File: src/rtl/accumulator_feeder_pkg.sv
// Shared definitions for the accumulator feeder: word width, FSM state
// encoding and the width of the per-group block counter.
// No ports; imported by accumulator_feeder and acc_lane_packer.
package accumulator_feeder_pkg;

  // Word width of every lane and of the accumulator sum.
  localparam int VARWIDTH = 32;

  // Width of the saturating block counter reported on out_blocks.
  localparam int BLKW = 16;

  typedef enum logic [1:0] {
    FILL  = 2'd0,
    CLEAR = 2'd1,
    RUN   = 2'd2,
    EMIT  = 2'd3
  } state_t;

endpackage

File: src/rtl/acc_lane_packer.sv
// Lane register file feeding the accumulator's packed vals bus.
// Ports: clk/rst (async active-high), wr_en/wr_idx/wr_data indexed write,
// clr zeroes every lane, vals is the packed view (lane i at [32i+31:32i]).
module acc_lane_packer
  import accumulator_feeder_pkg::*;
#(
  parameter int WIDTH = 16,
  parameter int IW    = $clog2(WIDTH)
) (
  input  logic                      clk,
  input  logic                      rst,
  input  logic                      wr_en,
  input  logic [IW-1:0]             wr_idx,
  input  logic [VARWIDTH-1:0]       wr_data,
  input  logic                      clr,
  output logic [VARWIDTH*WIDTH-1:0] vals
);

  logic [VARWIDTH-1:0] lanes [WIDTH];

  // Clear wins over a write; the FSM never asks for both in one cycle.
  always_ff @(posedge clk or posedge rst) begin
    if (rst) begin
      for (int i = 0; i < WIDTH; i++) lanes[i] <= '0;
    end else if (clr) begin
      for (int i = 0; i < WIDTH; i++) lanes[i] <= '0;
    end else if (wr_en) begin
      lanes[wr_idx] <= wr_data;
    end
  end

  for (genvar g = 0; g < WIDTH; g++) begin : g_pack
    assign vals[g*VARWIDTH +: VARWIDTH] = lanes[g];
  end

endmodule

File: src/rtl/accumulator_feeder.sv
// Packs a serial word stream into WIDTH-lane blocks for an accumulator,
// sequences its rst/pre/EN controls, and returns each group's total.
// Ports: in_* word stream (valid/ready, in_last ends a group), out_* group
// result (valid/ready), acc_* accumulator controls, vals bus, rdy and sum.
module accumulator_feeder
  import accumulator_feeder_pkg::*;
#(
  parameter int WIDTH = 16
) (
  input  logic                      clk,
  input  logic                      rst,
  input  logic                      in_valid,
  input  logic [VARWIDTH-1:0]       in_data,
  input  logic                      in_last,
  output logic                      in_ready,
  output logic                      out_valid,
  output logic [VARWIDTH-1:0]       out_data,
  output logic [BLKW-1:0]           out_blocks,
  input  logic                      out_ready,
  output logic                      acc_en,
  output logic                      acc_rst,
  output logic                      acc_pre,
  output logic [VARWIDTH*WIDTH-1:0] acc_vals,
  input  logic                      acc_rdy,
  input  logic [VARWIDTH-1:0]       acc_sum
);

  localparam int CW = $clog2(WIDTH + 1);
  localparam int IW = $clog2(WIDTH);

  state_t          state_q, state_d;
  logic [CW-1:0]   wcnt;
  logic [BLKW-1:0] blk_cnt;
  logic            last_q;
  logic            chained;
  logic            accept;
  logic            block_end;
  logic            lane_clr;

  assign accept    = in_valid && in_ready;
  // A word closes the block if it fills the last lane or carries in_last;
  // both together are one event.
  assign block_end = accept && ((wcnt == CW'(WIDTH - 1)) || in_last);
  assign lane_clr  = ((state_q == RUN) && acc_rdy && !last_q) ||
                     ((state_q == EMIT) && out_ready);

  // State register
  always_ff @(posedge clk or posedge rst) begin
    if (rst) state_q <= FILL;
    else     state_q <= state_d;
  end

  // Next-state logic
  always_comb begin
    state_d = state_q;
    case (state_q)
      FILL:    if (block_end) state_d = CLEAR;
      CLEAR:   state_d = RUN;
      RUN:     if (acc_rdy) state_d = last_q ? EMIT : FILL;
      EMIT:    if (out_ready) state_d = FILL;
      default: state_d = FILL;
    endcase
  end

  // Output decode
  always_comb begin
    in_ready  = 1'b0;
    acc_en    = 1'b0;
    acc_pre   = 1'b0;
    out_valid = 1'b0;
    case (state_q)
      FILL:    in_ready  = 1'b1;
      CLEAR:   acc_pre   = chained;
      RUN:     acc_en    = 1'b1;
      EMIT:    out_valid = 1'b1;
      default: ;
    endcase
  end

  // Counters, flags and result registers. acc_rst is registered from the
  // next state so it lines up exactly with the CLEAR cycle and never glitches.
  always_ff @(posedge clk or posedge rst) begin
    if (rst) begin
      acc_rst  <= 1'b1;
      wcnt     <= '0;
      blk_cnt  <= '0;
      last_q   <= 1'b0;
      chained  <= 1'b0;
      out_data <= '0;
    end else begin
      acc_rst <= (state_d == CLEAR);
      case (state_q)
        FILL: begin
          if (accept) begin
            wcnt <= wcnt + 1'b1;
            if (block_end) last_q <= in_last;
          end
        end
        RUN: begin
          if (acc_rdy) begin
            if (blk_cnt != '1) blk_cnt <= blk_cnt + 1'b1;
            if (last_q) begin
              out_data <= acc_sum;
            end else begin
              // Next block continues the same group on top of this total.
              chained <= 1'b1;
              wcnt    <= '0;
            end
          end
        end
        EMIT: begin
          if (out_ready) begin
            chained <= 1'b0;
            blk_cnt <= '0;
            wcnt    <= '0;
            last_q  <= 1'b0;
          end
        end
        default: ;
      endcase
    end
  end

  assign out_blocks = blk_cnt;

  acc_lane_packer #(
    .WIDTH(WIDTH),
    .IW   (IW)
  ) u_packer (
    .clk    (clk),
    .rst    (rst),
    .wr_en  (accept),
    .wr_idx (wcnt[IW-1:0]),
    .wr_data(in_data),
    .clr    (lane_clr),
    .vals   (acc_vals)
  );

endmodule
File: config.mk
export PLATFORM = sky130hd
export DESIGN_NAME = accumulator_feeder
export DESIGN_NICKNAME = d
export VERILOG_FILES = /design/src/rtl/accumulator_feeder_pkg.sv /design/src/rtl/acc_lane_packer.sv /design/src/rtl/accumulator_feeder.sv
export SDC_FILE = /design/constraint.sdc
export NUM_CORES = 1
export LEC_CHECK = 0
export BUFFER_PORTS_ARGS = -buffer_cell sky130_fd_sc_hd__buf_2
export CORE_AREA = 5 5 247 249
export DETAILED_ROUTE_END_ITERATION = 7
export DIE_AREA = 0 0 252 254
export PLACE_DENSITY = 0.73
export SYNTH_ARGS = -nofsm -noshare
export SYNTH_HDL_FRONTEND = slang
export SYNTH_HIERARCHICAL = 1
export SYNTH_SLANG_ARGS = --single-unit
File: constraint.sdc
create_clock -name clk -period 27.9 [get_ports clk]
set_input_delay 0 -clock clk [delete_from_list [all_inputs] [get_ports clk]]
set_output_delay 0 -clock clk [all_outputs]
set_load 0.03 [all_outputs]
### After elaboration in Yosys (flattened, before gate mapping)

Index checks and enable logic that the tools add are counted.

* register bits: 570
* output and inout bits: 565
* logic and storage cells: 89
* bits of input ports: 70

* add/sub/neg operators: 2
* order comparisons: 2
* bitwise logic cells: 1
* reductions and logical operators: 19
* multiplexer cells: 30
* equal/unequal tests: 12

Operators with widths (number)
* $mux W512: 2
* $bwmux W512: 1
* $demux W32 S4: 1
* $mux W16: 3
* $mux W32: 1
* $pmux W16 S2: 1
* $mux W5: 4
* $add A16 B1 Y16 const B: 1
* $ne A16 B16 Y1 const B: 1
* $pmux W5 S3: 1
* $reduce_and A4 Y1: 3
* $ne A2 B2 Y1 const B: 5
* $mux W1: 9
* $mux W2: 4
* $pmux W2 S4: 1
* $logic_and A1 B1 Y1: 6
* $reduce_bool A2 Y1: 3
* $add A5 B1 Y5 const B: 1
* $eq A5 B4 Y1 const B: 1
* $ge A5 B5 Y1 const B: 1
* $lt A5 B1 Y1 const B: 1
* $not A4 Y5: 1
* $reduce_and A5 Y1: 1
* $eq A2 B1 Y1 const B: 2
* other kinds (8): 11

### Longest topological paths before layout

Gate-level depths: netlist (run 1).

* depth after elaboration: 8
* gate-level depth with buffers: 9
* mapped depth without buffers: 5

### Cells and area by module

Netlist (run 1), hierarchy kept.

Modules (own cells, without submodules)
* acc_lane_packer: instances 1, area each 22374.0 µm², sequential area each 12812.3 µm², cells an instance 1774
* accumulator_feeder: instances 1, area each 2718.9 µm², sequential area each 1452.6 µm², cells an instance 230

### Worst setup path after synthesis (run 1)

OpenSTA, ideal clock, no wires.

* kind: register to register
* start point: reg state_q[0]
* end point: reg u_packer.lanes, in the netlist u_packer/vals[224]
* setup slack: 25.897 ns
* period minus slack after synthesis: 2.003 ns
* path buffers: 5
* stages on the path, launching flop included: 10
* arrival: 1.871 ns
* data required time: 27.768 ns
* setup time: 0.132 ns
* path through: dfrtp_1 buf_2 a21oi_1 nor2b_1 clkbuf_1 clkbuf_1 clkbuf_1 clkbuf_1 nand2b_1 mux2i_1

* word-level cells in the longest chain between the ends: 5
* elaborated cells between the ends (all ways): 11
* classes of those cells: eq/ne (2); mux (2); reduce/logical (7)

RTL lines
* start: declaration: RTL line accumulator_feeder.sv:31 `state_t state_q, state_d;`
* start signal: assignment: RTL line accumulator_feeder.sv:50 `else state_q <= state_d;`
* $eq A2 B2 Y1: RTL line accumulator_feeder.sv:44 `assign lane_clr = ((state_q == RUN) && acc_rdy && !last_q) ||`
* $logic_and A1 B1 Y1 (2 in series): RTL line accumulator_feeder.sv:44
* $logic_or A1 B1 Y1 *: RTL line accumulator_feeder.sv:44
* via lane_clr: RTL line accumulator_feeder.sv:38 `logic lane_clr;`
* $mux W512 or $reduce_bool A2 Y1 (tied branches)
* end signal: indexed assignment: RTL line acc_lane_packer.sv:28 `lanes[wr_idx] <= wr_data;`
* end: declaration: RTL line acc_lane_packer.sv:19 `logic [VARWIDTH-1:0] lanes [WIDTH];`

The timed path passes the listed nets; every way through them passes the cells marked *.
A chain may end at the register's enable or synchronous reset.

### Final worst setup path (run 1)

* start point: reg state_q[0]
* end point: reg u_packer.lanes, in the netlist u_packer/vals[81]

* word-level cells in the longest chain between the ends: 5
* elaborated cells between the ends (all ways): 11
* classes of those cells: eq/ne (2); mux (2); reduce/logical (7)

RTL lines (RTL line)
* $eq A2 B2 Y1: accumulator_feeder.sv:44
* $logic_and A1 B1 Y1 (2 in series): accumulator_feeder.sv:44
* $logic_or A1 B1 Y1: accumulator_feeder.sv:44
* $mux W512 or $reduce_bool A2 Y1 (tied branches)

Parallel ways exist; a longest one is shown, timed or not.

==> metrics, run 1 <==
utilization after layout=a little over half; ys async rst share=100%; Routed wire per std cell=24.3 um; fraction of layout cells with a size suffix above 1=31.3%; P_leak=roughly 19 nW; Worst Path Max Fanout=240; Worst-path clk slew=0.06 ns; Vias=around 18000; register area=~14000 um2; pin count of the biggest net entering global routing=308; Synth Cell Area=25100 um2; Post-Synthesis Cells=~2000; H-tree Lvls=2; GRT overflow=0; Fill cells=4985; Layout Nets=2678; RePlAce Congestion=0.881; global-route wire length before repair=122000 um; library cells used by synthesis=54; CTS tree=built; final clock skew=0.0129 ns; CP peak stage delay=0.83 ns; Final Power=about 2.7 mW; final hold violations=0; Top-Level Pins=635; synthesized area per cell=12.5 um2; Setup violations, final=0; post-route clock period utilization=11.3%; RSZ-0062 raised after global routing=no; core area=about 58000 um2; clock sink total=570; Hold Path Class=in -> async; Pwr Density=85.2 nW/um2; drt total wl=~83000 um; CP Cell Sequence=nor3b_1 > a21oi_1 > nor2b_4 > buf_12 > nand2b_1 > mux2i_1; max_slew headroom=19.1%; status=complete, no violations; area grow syn2layout=24.2%; residual DRC count=0; clock root buffer=clkbuf_16; Syn Nets=between 2000 and 2500; Post-synth EDFFs=0; critical path arrival=3.58 ns; Starting Density=42.9%; Worst-Margin Slew=1.21 ns; max cap viols=0; Initial DRC Count=1295; max frequency=between 300 and 400 MHz; Die Ht=254 um; Critical Path RT=28.32 ns; antenna violations before repair=5; Syn. warnings=6; FF+latch count, synth=between 500 and 600; Worst IR Drop VDD=0.0000717 V; Pre-antenna DRT Iters=5; area of the multi-input gates=9870 um2; clock tree buffer depth=3; Num CTS Buffers=60; final hold slack=0.0590 ns; register area share after synthesis=56.8%; DP HPWL=around 55000 um; Rows=between 80 and 90; Critical Path Source Type=flip-flop; die width=252 um; vias in the first global route=about 19000; max-slew violations=0; CP endpoint kind=flip-flop; Total Routing Usage GR=25.0%; via/cell ratio=around 5.2; worst skew pair latency=0.61 ns; ANT nets after route=0; Fin Setup TNS=0 ns; port bufs=634; Synth Flop Type=dfrtp_1; Tmin final=3.16 ns; crit path kind=reg -> reg; slowest cell on the critical path=nand2b_1; full die area=64000 um2
## stage by stage
step	area, um2	setup slack (ns)	cells
global placement	28700	24.92	3261
global route	31200	24.57	3428
finish	31200	24.74	3429
detailed placement	28700	24.89	3261
floorplan	25100	13.60	2004
CTS	31200	24.85	3427
## logic make-up after synthesis
family          count (synthesis)  share of synthesized area, %
flops                         570                          56.8
mux                           549                          22.1
fa+ha+maj                       3                         0.150
compound gates                 43                          1.18
buf+inv                       204                          4.02
simple gates                  632                          15.6
xor+xnor                        3                         0.105
## synthesized netlist by cell type, drive strengths merged (2+ instances only)
library cell    n  area, um2
a211oi          5       37.5
nor2b           5       31.3
and4            4       37.5
nand3          10       55.1
and3            8       55.1
a31oi           4       25.0
nand2b        547       3420
and2            3       18.8
nand4           6       37.5
nor2           10       40.0
buf           100        617
mux2           33        372
a21o            2       15.0
a22o            2       17.5
o21ai           4       20.0
mux2i         516       5160
a21oi           9       45.0
dfrtp         569      14200
inv            12       45.0
o22ai           5       31.3
nand3b          2       15.0
o211ai          3       22.5
a221o           2       20.0
nor4            2       12.5
xor2            2       17.5
nand2          25       98.8
nor3b           3       38.8
ha              3       37.5
a211o           2       17.5
and3b           3       26.3
clkbuf         91        343
## final cells by class
| type | count | area share [%] |
|---|---|---|
| flip-flops and latches | 570 | 45.8 |
| diodes | 2 | 0.0161 |
| repair buffers | 730 | 13.1 |
| clock inverters | 23 | 0.686 |
| clock buffers | 88 | 5.54 |
| inverters | 13 | 0.181 |
| multi-input cells | 1230 | 31.7 |
| well taps | 773 | 3.10 |
## flip-flops by register name, indices dropped and copies added (netlist names)
register       flops
u_packer/vals    512
out_data          32
out_blocks        16
wcnt               5
state_q            2
acc_rst            1
chained            1
last_q             1
## critical path: cells and delay by family, from the launching register on
| kind | cells | cell delay (ns) |
|---|---|---|
| mux | 1 | 0.23 |
| compound gates | 1 | 0.09 |
| flops | 1 | 0.56 |
| buf+inv | 1 | 0.41 |
| simple gates | 3 | 1.31 |
## report_power, final
group          leakage [nW]  switching, mW  internal [mW]
Combinational          9.97          0.567          0.288
Sequential             7.82         0.0782          0.934
Clock                 0.959          0.335          0.457
Total                  18.8          0.980           1.68
## path summary, 6_finish.rpt
kind	start	end	slack [ns]	cells past startpoint
worst min register to register	chained	chained	0.49	1
worst max register to register	state_q[0]	u_packer/vals[81]	24.74	6
worst max-delay path	state_q[0]	u_packer/vals[81]	24.74	6
worst min-delay path	rst	u_packer/vals[296]	0.06	3
max in group asynchronous	rst	u_packer/vals[106]	25.12	5
min in group clk	in_data[5]	u_packer/vals[293]	0.14	3
## timing repair
item / CTS / global route
buffers inserted: 0 / 0
endpoints found under the hold margin: 395 / 0
hold buffers: 55 / 0
gates resized for setup: 0 / 0
## routing by layer
layer | vias up | track usage [%] | routed length [um]
met4 | 0 | 9.37 | 3280
li1 | 7839 | - | -
met2 | 745 | 40.5 | 38900
met3 | 154 | 6.67 | 6940
met1 | 9112 | 32.4 | 34200
met5 | - | 0 | 0
## cells in the final DEF, fill, tap and decap left out, types with 5 or more instances in the layout
master	count
a211oi_1	5
a21oi_1	9
and3_1	7
buf_2	634
buf_4	38
clkbuf_1	17
clkbuf_16	61
clkbuf_8	10
clkinv_2	13
dfrtp_1	569
dlygate4sd3_1	55
inv_1	10
mux2_2	33
mux2i_1	516
nand2_1	12
nand2_2	13
nand2b_1	544
nand3_1	7
nand4_1	6
nor2_1	9
o22ai_1	5
No activity file was read; power rests on OpenSTA's default activity.
==> run 2, diff against run 1 <==
--- a/config.mk
+++ b/config.mk
@@ -9,7 +9,7 @@
 export CORE_AREA = 5 5 247 249
 export DETAILED_ROUTE_END_ITERATION = 7
 export DIE_AREA = 0 0 252 254
-export PLACE_DENSITY = 0.73
+export PLACE_DENSITY = 0.75
 export SYNTH_ARGS = -nofsm -noshare
 export SYNTH_HDL_FRONTEND = slang
 export SYNTH_HIERARCHICAL = 1
==> constraint.sdc (replaced) <==
create_clock -name clk -period 2.9 [get_ports clk]
set_input_delay 0 -clock clk [delete_from_list [all_inputs] [get_ports clk]]
set_output_delay 0 -clock clk [all_outputs]
set_load 0.03 [all_outputs]
==> metrics, run 2 (synthesis gave the netlist of run 1 again) <==
Pwr Density=roughly 820 nW/um2; non-filler cells, final=between 3000 and 4000; Worst IR Drop VDD=about 0.00058 V; path depth of the worst reg2reg path=8; Fill cells=~5000; max-slew violations=0; core area=roughly 58000 um2; P_leak=19.1 nW; global-route wire length before repair=around 120000 um; Total Routing Usage GR=25.2%; part of the power in registers=37.3%; critical path arrival=2.85 ns; Placed Cells=3307; Worst-Margin Slew=0.802 ns; GRT overflow=0; Pre-antenna DRT Iters=5; RSZ-0062 raised after global routing=no; Top-Level Pins=635; pin count of the biggest net entering global routing=137; combinational share of power=32.4%; area grow syn2layout=27.2%; worst setup margin=0.503 ns; Vias=between 15000 and 20000; Tmin final=2.40 ns; H-tree Lvls=2; Worst-path clk slew=0.06 ns; Rows=89; clock tree buffer depth=3; Post-CTS Setup Inserts=0; max_slew headroom=46.4%; power share of the clock group=30.3%; Setup violations, final=0; worst skew pair latency=a little over 0.6 ns; most common cell after layout, fill and taps aside=buf_2; Resized cells post-CTS=0; port bufs=634; worst reg2reg endpoint=u_packer/vals[207]; clock sink total=570; most frequent cells in the layout=buf_2 (634), dfrtp_1 (569), nand2b_1 (547); Initial DRC Count=1132; die width=252 um; post-route clock period utilization=82.6%; max frequency=417 MHz; CP endpoint kind=flip-flop; Routed wire per std cell=between 20 and 25 um; crit path kind=reg -> reg; Num CTS Buffers=59; Worst R2R Setup Slack=0.50 ns; max reg flops=512; internal power=roughly 17 mW; Critical Path Source Type=flip-flop; max cap viols=0; residual DRC count=0; status=complete, no violations; Starting Density=42.9%; Critical Path RT=approximately 3.4 ns; ANT nets after route=0; Hold Path Class=in -> async; via/cell ratio=5.21; Layout Nets=around 2700; R2R Path Start=state_q[0]; final clock skew=0.0130 ns; full die area=64000 um2; vias in the first global route=about 19000; clock root buffer=clkbuf_16; Fin Setup TNS=0 ns; final hold violations=0; Worst Path Max Fanout=72; fraction of layout cells with a size suffix above 1=32.3%; RePlAce Congestion=between 0.8 and 0.9; antenna violations before repair=4; drt total wl=between 80000 and 90000 um; switching fraction of total power=36.2%; NetSw=9.49 mW; CTS tree=built; hold buffers post-CTS=70; DP HPWL=between 50000 and 60000 um; pre-CTS WS=0.542 ns; Die Ht=254 um
run 2: cell count changes in the layout (fill, tap and decap cells not counted), moves of 3 or more:
cell           change
buf_12            +13
buf_4             +33
bufinv_16          +4
clkbuf_1           -6
clkbuf_8           +3
clkinv_2           -3
clkinv_4           -3
dlygate4sd3_1     +15
nand2b_1           +3
nand2b_2           -3
run 2: power by group through the flow:
stage / Clock [mW] / Sequential (mW) / Combinational, mW
floorplan: 0 / 11.6 / 3.63
global placement: 0 / 9.81 / 8.23
detailed placement: 0 / 9.88 / 8.36
CTS: 8.09 / 9.75 / 8.48
global route: 8.43 / 9.88 / 8.93
finish: 7.95 / 9.78 / 8.49
run 2: final cells by class:
cell class	instances	area, um2	share of cell area [%]
clock buffers	85	1750	5.47
well taps	773	967	3.03
inverters	13	52.6	0.165
multi-input cells	1230	9860	30.9
repair buffers	791	4730	14.8
clock inverters	21	293	0.917
diodes	2	5.00	0.0157
flip-flops and latches	570	14300	44.7
run 2: critical path: stages (launching register included):
cell	delay, ns
dfrtp_1	0.55
nor3b_1	0.26
a21oi_1	0.10
nor2b_4	0.17
buf_12	0.26
buf_12	0.27
nand2b_1	0.16
buf_4	0.25
mux2i_1	0.12
run 2: how the worst max path moves through the flow:
| stage | from | end | slack [ns] | cells after the start |
|---|---|---|---|---|
| after floorplan | rst | u_packer/vals[0] | -4.05 | 1 |
| after detailed placement | state_q[0] | u_packer/vals[223] | 0.54 | 8 |
| after CTS | state_q[0] | u_packer/vals[223] | 0.55 | 8 |
| after global routing | state_q[0] | u_packer/vals[383] | 0.36 | 8 |
| final | state_q[0] | u_packer/vals[207] | 0.50 | 8 |
| after global placement | state_q[0] | u_packer/vals[121] | 0.53 | 7 |
run 2: stage by stage:
| stage | total power, mW | instance area [um2] | hold WS [ns] | util [%] |
|---|---|---|---|---|
| floorplan | 15.3 | 25100 | 0.129 | - |
| global placement | 18.0 | 29200 | 0.127 | 49.9 |
| detailed placement | 18.2 | 29200 | 0.118 | 49.9 |
| CTS | 26.3 | 31900 | 0.0309 | 54.6 |
| global route | 27.2 | 31900 | 0.0786 | 54.6 |
| finish | 26.2 | 31900 | 0.0495 | 54.6 |
run 2: metal layers:
layer | track usage (%) | share of wire, % | vias up
met5 | 0 | 0 | -
met4 | 9.75 | 4.0 | 0
met3 | 6.50 | 8.1 | 173
met2 | 41.2 | 48 | 796
met1 | 32.6 | 40 | 9237
li1 | - | - | 7946
